`config.mk`:
```
export PLATFORM = sky130hd
export DESIGN_NAME = tx_packet_monitor
export DESIGN_NICKNAME = d
export VERILOG_FILES = /design/src/rtl/tx_mon_pkg.sv /design/src/rtl/tx_payload_checker.sv /design/src/rtl/tx_packet_monitor.sv
export SDC_FILE = /design/constraint.sdc
export NUM_CORES = 1
export LEC_CHECK = 0
export ABC_AREA = 1
export CAP_MARGIN = 40
export CELL_PAD_IN_SITES_DETAIL_PLACEMENT = 1
export CELL_PAD_IN_SITES_GLOBAL_PLACEMENT = 1
export CORE_ASPECT_RATIO = 1.4
export CORE_UTILIZATION = 39
export CTS_CLUSTER_DIAMETER = 40
export DETAILED_ROUTE_END_ITERATION = 8
export PLACE_DENSITY = 0.87
export REMOVE_ABC_BUFFERS = 1
export SETUP_SLACK_MARGIN = 0.1
export SYNTH_ARGS = -nofsm -noshare
export SYNTH_HDL_FRONTEND = slang
export SYNTH_HIERARCHICAL = 1
export SYNTH_SLANG_ARGS = --single-unit
```
`constraint.sdc`:
```
create_clock -name clktx -period 3.1 [get_ports clktx]
set_input_delay 0.93 -clock clktx [delete_from_list [all_inputs] [get_ports clktx]]
set_output_delay 0.93 -clock clktx [all_outputs]
set_load 0.01 [all_outputs]
```
`src/rtl/tx_mon_pkg.sv`:
```
// Shared constants for the clktx-side packet monitor: data types, error bit
// positions and FSM encoding.
package tx_mon_pkg;

    localparam logic [5:0] DtVss    = 6'h01;
    localparam logic [5:0] DtVse    = 6'h11;
    localparam logic [5:0] DtHss    = 6'h21;
    localparam logic [5:0] DtRgb888 = 6'h3e;

    localparam int unsigned NumLongDt = 4;
    localparam logic [6*NumLongDt-1:0] LongDtList = {6'h3e, 6'h29, 6'h39, 6'h19};

    localparam int unsigned ErrLines      = 0;
    localparam int unsigned ErrWords      = 1;
    localparam int unsigned ErrBytes      = 2;
    localparam int unsigned ErrOverlap    = 3;
    localparam int unsigned ErrStray      = 4;
    localparam int unsigned ErrVssInFrame = 5;
    localparam int unsigned ErrTimeout    = 6;
    localparam int unsigned ErrNoVss      = 7;

    typedef enum logic [1:0] {
        StSeek,
        StFrame,
        StPayload
    } state_e;

    function automatic logic is_long_dt(input logic [5:0] dt);
        logic hit;
        hit = 1'b0;
        for (int i = 0; i < NumLongDt; i++) begin
            if (dt == LongDtList[i*6 +: 6]) hit = 1'b1;
        end
        return hit;
    endfunction

endpackage

```
`src/rtl/tx_payload_checker.sv`:
```
// Payload word counter, expected-length compare and inter-word stall timeout
// for the packet currently in its payload phase.
module tx_payload_checker #(
    parameter int unsigned TIMEOUT_CYCLES = 4096
) (
    input  logic        clktx,
    input  logic        rstn,
    input  logic        clr,
    input  logic        start,
    input  logic        active,
    input  logic        payload_en,
    input  logic        payload_en_last,
    input  logic [16:0] exp_words,
    output logic        payload_done,
    output logic        len_err,
    output logic        timeout
);

    localparam int unsigned TW = $clog2(TIMEOUT_CYCLES + 1);
    localparam logic [TW-1:0] TimeoutVal = TW'(TIMEOUT_CYCLES);

    logic [15:0]   word_cnt_q, word_cnt_d;
    logic [16:0]   exp_q, exp_d;
    logic [TW-1:0] tmo_q, tmo_d;
    logic [16:0]   words_now;

    always_comb begin
        payload_done = active & payload_en & payload_en_last;
        timeout      = active & ~payload_en & (tmo_q == TimeoutVal);
        // The closing word itself counts toward the total.
        words_now    = {1'b0, word_cnt_q} + {16'd0, payload_en};
        len_err      = payload_done & (words_now != exp_q);

        exp_d      = exp_q;
        word_cnt_d = word_cnt_q;
        tmo_d      = tmo_q;
        if (active & payload_en) begin
            if (word_cnt_q != 16'hffff) word_cnt_d = word_cnt_q + 16'd1;
            tmo_d = '0;
        end else if (active & (tmo_q != TimeoutVal)) begin
            tmo_d = tmo_q + 1'b1;
        end
        if (payload_done | timeout | ~active) begin
            word_cnt_d = '0;
            tmo_d      = '0;
        end
        if (start) begin
            word_cnt_d = '0;
            tmo_d      = '0;
            exp_d      = exp_words;
        end
        if (clr) begin
            word_cnt_d = '0;
            tmo_d      = '0;
            exp_d      = '0;
        end
    end

    always_ff @(posedge clktx or negedge rstn) begin
        if (!rstn) begin
            word_cnt_q <= '0;
            exp_q      <= '0;
            tmo_q      <= '0;
        end else begin
            word_cnt_q <= word_cnt_d;
            exp_q      <= exp_d;
            tmo_q      <= tmo_d;
        end
    end

endmodule

```
`src/rtl/tx_packet_monitor.sv`:
```
// Passive frame-structure checker on the bridge-to-TX-host command/payload
// stream; publishes per-frame statistics and sticky error flags.
module tx_packet_monitor
    import tx_mon_pkg::*;
#(
    parameter int unsigned EXP_LINES      = 1920,
    parameter int unsigned EXP_BYTES      = 3240,
    parameter int unsigned TIMEOUT_CYCLES = 4096
) (
    input  logic        clktx,
    input  logic        rstn,
    input  logic        clr,
    input  logic        req,
    input  logic        ack,
    input  logic [1:0]  cmd_vc,
    input  logic [5:0]  cmd_data_type,
    input  logic [15:0] cmd_byte_count,
    input  logic        payload_en,
    input  logic        payload_en_last,
    output logic        in_frame,
    output logic        frame_done,
    output logic [15:0] line_count,
    output logic [15:0] hsync_count,
    output logic [15:0] frame_count,
    output logic [7:0]  err_flags,
    output logic        err_any
);

    state_e      state_q, state_d, ret_q, ret_d, base;
    logic [15:0] line_q, line_d, hsync_q, hsync_d;
    logic [15:0] line_count_q, line_count_d, hsync_count_q, hsync_count_d;
    logic [15:0] frame_count_q, frame_count_d;
    logic [7:0]  err_q, err_d;
    logic        frame_done_q, frame_done_d;
    logic        pend_vld_q, pend_vld_d;
    logic [5:0]  pend_dt_q, pend_dt_d, cmd_dt;
    logic [15:0] pend_bc_q, pend_bc_d, cmd_bc;
    logic        acc, cmd_vld, start, pl_done, len_err, tmo;
    logic [16:0] exp_words;
    logic        unused_vc;

    assign unused_vc = ^cmd_vc;
    assign acc       = req & ack;

    tx_payload_checker #(
        .TIMEOUT_CYCLES(TIMEOUT_CYCLES)
    ) u_payload_checker (
        .clktx          (clktx),
        .rstn           (rstn),
        .clr            (clr),
        .start          (start),
        .active         (state_q == StPayload),
        .payload_en     (payload_en),
        .payload_en_last(payload_en_last),
        .exp_words      (exp_words),
        .payload_done   (pl_done),
        .len_err        (len_err),
        .timeout        (tmo)
    );

    always_comb begin
        state_d       = state_q;
        ret_d         = ret_q;
        line_d        = line_q;
        hsync_d       = hsync_q;
        line_count_d  = line_count_q;
        hsync_count_d = hsync_count_q;
        frame_count_d = frame_count_q;
        err_d         = err_q;
        frame_done_d  = 1'b0;
        pend_vld_d    = pend_vld_q;
        pend_dt_d     = pend_dt_q;
        pend_bc_d     = pend_bc_q;
        start         = 1'b0;
        base          = state_q;
        cmd_vld       = acc;
        cmd_dt        = cmd_data_type;
        cmd_bc        = cmd_byte_count;

        if (payload_en && (state_q != StPayload)) err_d[ErrStray] = 1'b1;

        if (state_q == StPayload) begin
            cmd_vld = 1'b0;
            if (acc && !pl_done) err_d[ErrOverlap] = 1'b1;
            if (pl_done || tmo) begin
                // Close the payload, then run any command from the return state.
                if (len_err) err_d[ErrWords] = 1'b1;
                if (tmo) err_d[ErrTimeout] = 1'b1;
                base       = ret_q;
                state_d    = ret_q;
                pend_vld_d = 1'b0;
                if (acc) begin
                    cmd_vld = 1'b1;
                end else if (pend_vld_q) begin
                    cmd_vld = 1'b1;
                    cmd_dt  = pend_dt_q;
                    cmd_bc  = pend_bc_q;
                end
            end else if (acc) begin
                pend_vld_d = 1'b1;
                pend_dt_d  = cmd_data_type;
                pend_bc_d  = cmd_byte_count;
            end
        end

        exp_words = ({1'b0, cmd_bc} + 17'd3) >> 2;

        if (cmd_vld) begin
            case (base)
                StSeek: begin
                    if (cmd_dt == DtVss) begin
                        state_d = StFrame;
                        line_d  = '0;
                        hsync_d = '0;
                    end else if (cmd_dt == DtRgb888) begin
                        err_d[ErrNoVss] = 1'b1;
                    end else if (is_long_dt(cmd_dt)) begin
                        state_d = StPayload;
                        ret_d   = StSeek;
                        start   = 1'b1;
                    end
                end
                StFrame: begin
                    if (cmd_dt == DtHss) begin
                        hsync_d = hsync_q + 16'd1;
                    end else if (cmd_dt == DtVse) begin
                        state_d       = StSeek;
                        line_count_d  = line_q;
                        hsync_count_d = hsync_q;
                        frame_count_d = frame_count_q + 16'd1;
                        frame_done_d  = 1'b1;
                        if (line_q != 16'(EXP_LINES)) err_d[ErrLines] = 1'b1;
                    end else if (cmd_dt == DtVss) begin
                        err_d[ErrVssInFrame] = 1'b1;
                        line_d  = '0;
                        hsync_d = '0;
                    end else if (is_long_dt(cmd_dt)) begin
                        state_d = StPayload;
                        ret_d   = StFrame;
                        start   = 1'b1;
                        if (cmd_dt == DtRgb888) begin
                            line_d = line_q + 16'd1;
                            if (cmd_bc != 16'(EXP_BYTES)) err_d[ErrBytes] = 1'b1;
                        end
                    end
                end
                default: ;
            endcase
        end

        if (clr) begin
            state_d       = StSeek;
            ret_d         = StSeek;
            line_d        = '0;
            hsync_d       = '0;
            line_count_d  = '0;
            hsync_count_d = '0;
            frame_count_d = '0;
            err_d         = '0;
            frame_done_d  = 1'b0;
            pend_vld_d    = 1'b0;
            pend_dt_d     = '0;
            pend_bc_d     = '0;
        end
    end

    always_ff @(posedge clktx or negedge rstn) begin
        if (!rstn) begin
            state_q       <= StSeek;
            ret_q         <= StSeek;
            line_q        <= '0;
            hsync_q       <= '0;
            line_count_q  <= '0;
            hsync_count_q <= '0;
            frame_count_q <= '0;
            err_q         <= '0;
            frame_done_q  <= 1'b0;
            pend_vld_q    <= 1'b0;
            pend_dt_q     <= '0;
            pend_bc_q     <= '0;
        end else begin
            state_q       <= state_d;
            ret_q         <= ret_d;
            line_q        <= line_d;
            hsync_q       <= hsync_d;
            line_count_q  <= line_count_d;
            hsync_count_q <= hsync_count_d;
            frame_count_q <= frame_count_d;
            err_q         <= err_d;
            frame_done_q  <= frame_done_d;
            pend_vld_q    <= pend_vld_d;
            pend_dt_q     <= pend_dt_d;
            pend_bc_q     <= pend_bc_d;
        end
    end

    assign in_frame    = (state_q == StFrame) || ((state_q == StPayload) && (ret_q == StFrame));
    assign frame_done  = frame_done_q;
    assign line_count  = line_count_q;
    assign hsync_count = hsync_count_q;
    assign frame_count = frame_count_q;
    assign err_flags   = err_q;
    assign err_any     = |err_q;

endmodule

```
### Yosys cells after proc, flatten, opt, wreduce, memory -nomap -nowiden

Index checks and enable logic that the tools add are counted.

* magnitude comparators: 0
* reduce and logical (&&, ||, !) cells: 44
* bitwise gates (word level): 11
* divide/modulo/power cells: 0
* $add $sub $neg: 7
* equal/unequal tests: 33
* shift-type cells: 0
* $mul: 0
* multiplexer cells: 147

Operator list (number)
* $mux W16: 41
* $mux W1: 65
* $mux W13: 5
* $add A16 B1 Y16 const B: 4
* $pmux W16 S2: 2
* $mux W6: 8
* $mux W2: 20
* $mux W17: 2
* $reduce_bool A2 Y1: 17
* $eq A6 B6 Y1 const B: 4
* $ne A3 B3 Y1 const B: 8
* $add A16 B1 Y17: 1
* $add A16 B2 Y17 const B: 1
* $ne A17 B17 Y1: 1
* $ne A16 B11 Y1 const B: 1
* $ne A16 B12 Y1 const B: 1
* $ne A16 B16 Y1 const B: 1
* $add A13 B1 Y13 const B: 1
* $eq A13 B13 Y1 const B: 1
* $ne A13 B13 Y1 const B: 1
* $eq A6 B5 Y1 const B: 2
* $ne A4 B4 Y1 const B: 3
* $reduce_and A3 Y1: 4
* $ne A2 B2 Y1 const B: 5
* 23 further kinds: 43

* latch bits: 0
* RAM bits: 0
* memories: 0
* output and inout bits: 59
* input port bits: 31
* register bits after elaboration: 162
* ROM bits: 0
* word-level logic and storage cells: 264

### Logic depth before layout (Yosys ltp)

* depth in word-level cells: 24
* mapped depth: 27
* gate-level depth less buffers: 25

### Hierarchy

The synthesis kept the hierarchy.

Modules (own cells, without submodules)
* tx_packet_monitor: area an instance 6832.8 µm², instances 1, cells each 937, sequential area each 2877.8 µm²
* tx_payload_checker: area an instance 3084.2 µm², instances 1, cells each 438, sequential area each 1151.1 µm²

### Worst setup path after synthesis

Ideal clock, no wire load.

* path type: input -> register
* start point: input payload_en
* end point: register u_payload_checker.word_cnt_q[4]
* buffers on the path: 3
* stages: 25
* path slack: -0.734 ns
* arrival time: 3.715 ns
* library setup time: 0.119 ns
* cell sequence: nor2_1 > nand4_1 > nor2_1 > inv_1 > nor2_1 > nor2_4 > nor2_4 > nand2_2 > buf_6 > nand2_1 > nand2_1 > nand2_2 > inv_2 > nand3_1 > nand2_1 > a21oi_1 > nor2_1 > clkbuf_1 > nor2_1 > nand3_1 > o21ai_2 > nand2_4 > buf_6 > a21oi_1 > nor2_1

* longest elaborated chain between the ends: 24
* elaborated cells between the ends (all ways): 51
* those cells by class: 8 x eq/ne; 31 x mux; 7 x bitwise; 5 x reduce/logical

Ends and longest elaborated chain
* start, declared: line tx_packet_monitor.sv:18 `input logic payload_en,`
* $not A1 Y1 (*): line tx_payload_checker.sv:29 `timeout = active & ~payload_en & (tmo_q == TimeoutVal);`
* $and A1 B1 Y1 (*) (2 in a row): line tx_payload_checker.sv:29
* named net tmo: line tx_packet_monitor.sv:38 `logic acc, cmd_vld, start, pl_done, len_err, tmo;`
* $logic_or A1 B1 Y1 (*): line tx_packet_monitor.sv:85 `if (pl_done || tmo) begin`
* $mux W6: line tx_packet_monitor.sv:85
* $mux W6: line tx_packet_monitor.sv:82 `if (state_q == StPayload) begin`
* $eq A6 B5 Y1: line tx_mon_pkg.sv:32 `if (dt == LongDtList[i*6 +: 6]) hit = 1'b1;`
* $mux W1 (4 in a row): line tx_mon_pkg.sv:32
* [6 not listed]
* $mux W1: line tx_packet_monitor.sv:133 `end else if (cmd_dt == DtVss) begin`
* $mux W1: line tx_packet_monitor.sv:126 `end else if (cmd_dt == DtVse) begin`
* $mux W1: line tx_packet_monitor.sv:124 `if (cmd_dt == DtHss) begin`
* $pmux W1 S2: line tx_packet_monitor.sv:109 `case (base)`
* $mux W1 (*): line tx_packet_monitor.sv:108 `if (cmd_vld) begin`
* named net start: line tx_packet_monitor.sv:38
* $reduce_bool A4 Y1 (no line) or $mux W16 (tied branches)
* $reduce_and A2 Y1 (no line) or $mux W16 (tied branches)
* end signal, assigned: line tx_payload_checker.sv:65 `word_cnt_q <= word_cnt_d;`
* end, declared: line tx_payload_checker.sv:22 `logic [15:0] word_cnt_q, word_cnt_d;`

Mark *: on every way through the listed nets, which the timed path passes. The rest lies on a longest branch. The select of a mux whose other input is x is not followed.
A chain may end at the register's enable or synchronous reset.

### Worst setup path after layout

* start point: input payload_en
* end point: register u_payload_checker.word_cnt_q[7]

Same word-level chain as after synthesis.

==> impl_metrics.csv <==
group,metric,value,unit
status,status,"finished, violations left",
status,violations,"negative setup slack",
critical_path,crit_required,3.45,ns
critical_path,endpoint,"u_payload_checker/word_cnt_q[7]",
logic_synthesis,synth_largest_area_cell,"dfrtp_1",
logic_synthesis,synth.most_common_cell,"nand2_1",
logic_synthesis,synth_common_cells,"393 x nand2_1, 161 x dfrtp_1, 158 x inv_1",
floorplan,start_util,39.92,%
sta,skew,0.02780,ns
clock_network,htreeDepth,4,
grt,grt_busiest_layer,"met2",
clock_network,cts_made_buffers,17,
placement,pre_cts_ws,-1.220,ns
final_layout,nets,1646,
final_layout,drive_gt1_share,22.67,%
logic_synthesis,ys_seq_area_share,40.63,%
route,wirelength,45.87,mm
sta,slew-limit-headroom,36.62,%
grt,grt_use_met1,33.32,%
power,total_leakage_power,6.358,nW
logic_synthesis,ys_top_cells_by_area,"dfrtp_1 41%, nand2_1 15%, nand3_1 7.0%, inv_1 6.0%, nor2_1 5.6%",
final_layout,final_cell_area,0.01358,mm^2
critical_path,crit_start,"payload_en",
clock_network,cts_tree,"yes",
sta,fin_ws,-0.9005,ns
critical_path,start_kind,"primary input",
logic_synthesis,ys_warn_count,6,
power,irDropWorstVdd,407.0,uV
route,viasPerCell,5.896,
critical_path,path_common_cell,"nor2_4",
critical_path,rrSetupSlack,-0.87,ns
route,postRouteAntennaNets,0,
grt,grt_max_degree,63,
logic_synthesis,synth.avg_cell_area,7.212,um^2
logic_synthesis,synth-main-ff-cell,"dfrtp_1",
critical_path,crit_path_max_fanout,7,
floorplan,ios,90,
logic_synthesis,synth.distinct_cells,43,
grt,grt_util_met2,57.28,%
logic_synthesis,synth-edff-count,0,
sta,rsz0062_at_grt,"yes",
grt,grt_pass1_wl,63.58,mm
critical_path,crit_path_end_kind,"flop",
route,wire_per_inst,23.72,um
critical_path,path_depth,26,
critical_path,crit_family,"simple AND/OR/NAND/NOR gates",
route,dr_total_vias,11403,
logic_synthesis,synth_top_area_share,40.63,%
power,finalPower,0.004857,W
critical_path,max_stage_delay,0.50,ns
logic_synthesis,postSynthCellCount,1375,
final_layout,fillerInstances,3044,
sta,setup_viol,133,
sta,period_share,129.0,%
route,drt-pass1-iter-count,7,
clock_network,ctsLongestPathBuffers,2,
placement,portBuffers,87,
grt,track_usage,32.05,%
floorplan,fp.dieH,190.7,um
grt,grt.overflow.total,0,
grt,antenna_found_initial,1,
final_layout,area_growth,36.92,%
final_layout,fin_util,54.65,%
grt,grtUsageMet3,5.183,%
final_layout,multi_input_area,0.005528,mm^2
critical_path,crit_type,"in -> reg",
floorplan,rows,68,
placement,dp_hpwl,24.33,mm
power,power_density,357.7,mW/mm^2
clock_network,clk_latency,0.47,ns
logic_synthesis,async_flop_share,100.0,%
critical_path,arrival,4.35,ns
logic_synthesis,netlist_area,0.009917,mm^2
placement,place_area,0.01203,mm^2
critical_path,r2r_start,"u_payload_checker/tmo_q[4]",
logic_synthesis,ys_ff_latch,161,
critical_path,rr_worst_depth,25,
sta,hold_viol,0,
clock_network,clkTransAtPathRegs,0.08,ns
clock_network,cts-root-buf,"clkbuf_16",
sta,drv_slew,0,
critical_path,r2r-end,"u_payload_checker/word_cnt_q[7]",
final_layout,regArea,0.004029,mm^2
floorplan,die_x,136.8,um
sta,finalCriticalPeriod,4.001,ns
min_path,hp-class,"in -> async",
critical_path,path_buf_inv,6,
final_layout,antennaDiodeCount,0,
placement,globalplace.congestion,0.9358,
floorplan,die-area,0.02608,mm^2
sta,worstMarginPinSlew,0.9497,ns
clock_network,clock_sinks,161,
critical_path,crit_path_top_delay_cell,"nor2_1",
grt,grt_pass1_vias,12051,
route,route.detailed.drc,0,
sta,max_freq,250.0,MHz
floorplan,core_area,0.02484,mm^2
route,drt_iter0_markers,777,
flow_run,cap_violations,0,
==> worst register-to-register path, stage by stage (launching register included) <==
cell,delay (ns)
dfrtp_1,0.39
nor2_1,0.19
nand4_1,0.20
nor2_4,0.19
inv_2,0.07
nor2_4,0.11
nor2_4,0.06
nor2_4,0.18
buf_6,0.16
buf_12,0.10
nand2_4,0.08
nand2_2,0.09
nand2_2,0.09
nor2_1,0.50
nand2_2,0.19
nand2_4,0.13
a21oi_4,0.09
nor2_4,0.13
nor2_4,0.07
buf_6,0.16
nand2_4,0.05
o21ai_4,0.08
buf_12,0.16
nand2_8,0.12
nand3_2,0.10
o21ai_2,0.18
==> through the flow <==
step | TNS [ns] | hold slack, ns | cells
after global placement | -98.51 | 0.4555 | 1871
after CTS | -1.673 | 0.4725 | 1926
after global routing | -59.38 | 0.4831 | 1934
after detailed placement | -119.61 | 0.4651 | 1871
after floorplan | -112.31 | 0.4420 | 1331
final | -52.45 | 0.4506 | 1934
==> flip-flops by register name, summed over array words and instances, names as in the netlist, 8 cells and up <==
signal and cells:
err_flags 8, hsync_count 16, line_q 16, pend_bc_q 16, u_payload_checker/exp_q 17, hsync_q 16
line_count 16, frame_count 16, u_payload_checker/tmo_q 13, u_payload_checker/word_cnt_q 16
==> layer usage <==
layer,up-vias,part of all wire (%)
met2,667,51
met5,-,0.028
met4,2,8.2
met3,298,6.6
li1,4847,-
met1,5589,34
==> what timing repair did <==
| action | in CTS | in global routing |
|---|---|---|
| buffers inserted | 20 | 7 |
| endpoints found under the setup margin | 135 | 133 |
| gates cloned | 4 | 3 |
| hold endpoints to repair | 0 | 0 |
| gates resized for setup | 110 | 75 |
| hold buffers | 0 | 0 |
| pin swaps | 39 | 35 |
==> layout make-up <==
type	count	share of cell area [%]
Sequential cell	161	29.67
Timing Repair Buffer	251	17.44
Tap cell	315	2.903
Inverter	171	4.985
Multi-Input combinational cell	1004	40.71
Clock inverter	13	0.9491
Clock buffer	19	3.336
==> layout by cell type, fill, tap and decap left out, drive strengths merged, types with 2 or more instances in the layout <==
| cell type | netlist | layout |
|---|---|---|
| nor4 | 4 | 4 |
| o21ai | 82 | 82 |
| clkinv | 0 | 5 |
| o22ai | 9 | 9 |
| clkdlybuf4s50 | 0 | 83 |
| nand3 | 141 | 141 |
| buf | 30 | 165 |
| inv | 171 | 174 |
| nor2 | 170 | 170 |
| o21a | 2 | 2 |
| dfrtp | 161 | 161 |
| a21o | 2 | 2 |
| clkbuf | 15 | 21 |
| conb | 1 | 2 |
| ha | 9 | 9 |
| clkinvlp | 0 | 4 |
| nor3 | 32 | 32 |
| nand4 | 36 | 36 |
| nor3b | 5 | 5 |
| xor2 | 45 | 45 |
| a21oi | 30 | 30 |
| nand2 | 412 | 417 |
| xnor2 | 10 | 10 |
| o21bai | 5 | 5 |
==> how the worst min path moves through the flow <==
stage	startpoint	to	depth (start not counted)
3_5_place_dp	hsync_count[0]	hsync_count[0]	2
5_1_grt	rstn	frame_count[12]	1
4_1_cts	rstn	frame_count[12]	1
3_3_place_gp	hsync_count[5]	hsync_count[5]	2
6_report	rstn	line_q[10]	1
2_1_floorplan	ret_q[0]	ret_q[0]	2
==> cells by family after synthesis <==
logic type / synth area share [%]
flip-flops: 40.63
AO/OA/AOI/OAI: 7.318
other: 0.03781
AND/OR/NAND/NOR: 36.50
buffers and inverters: 9.526
adder cells (fa/ha/maj): 1.136
XOR/XNOR: 4.857
==> where the power goes <==
part | internal (W) | switching [W] | total [W] | leakage (nW)
logic | 0.000193 | 0.000338 | 0.000531 | 3.84
clock network | 0.00116 | 0.00103 | 0.00220 | 0.274
registers | 0.00211 | 0.0000176 | 0.00213 | 2.24
total | 0.00347 | 0.00139 | 0.00486 | 6.36
Power figures use the tool's default switching activity.
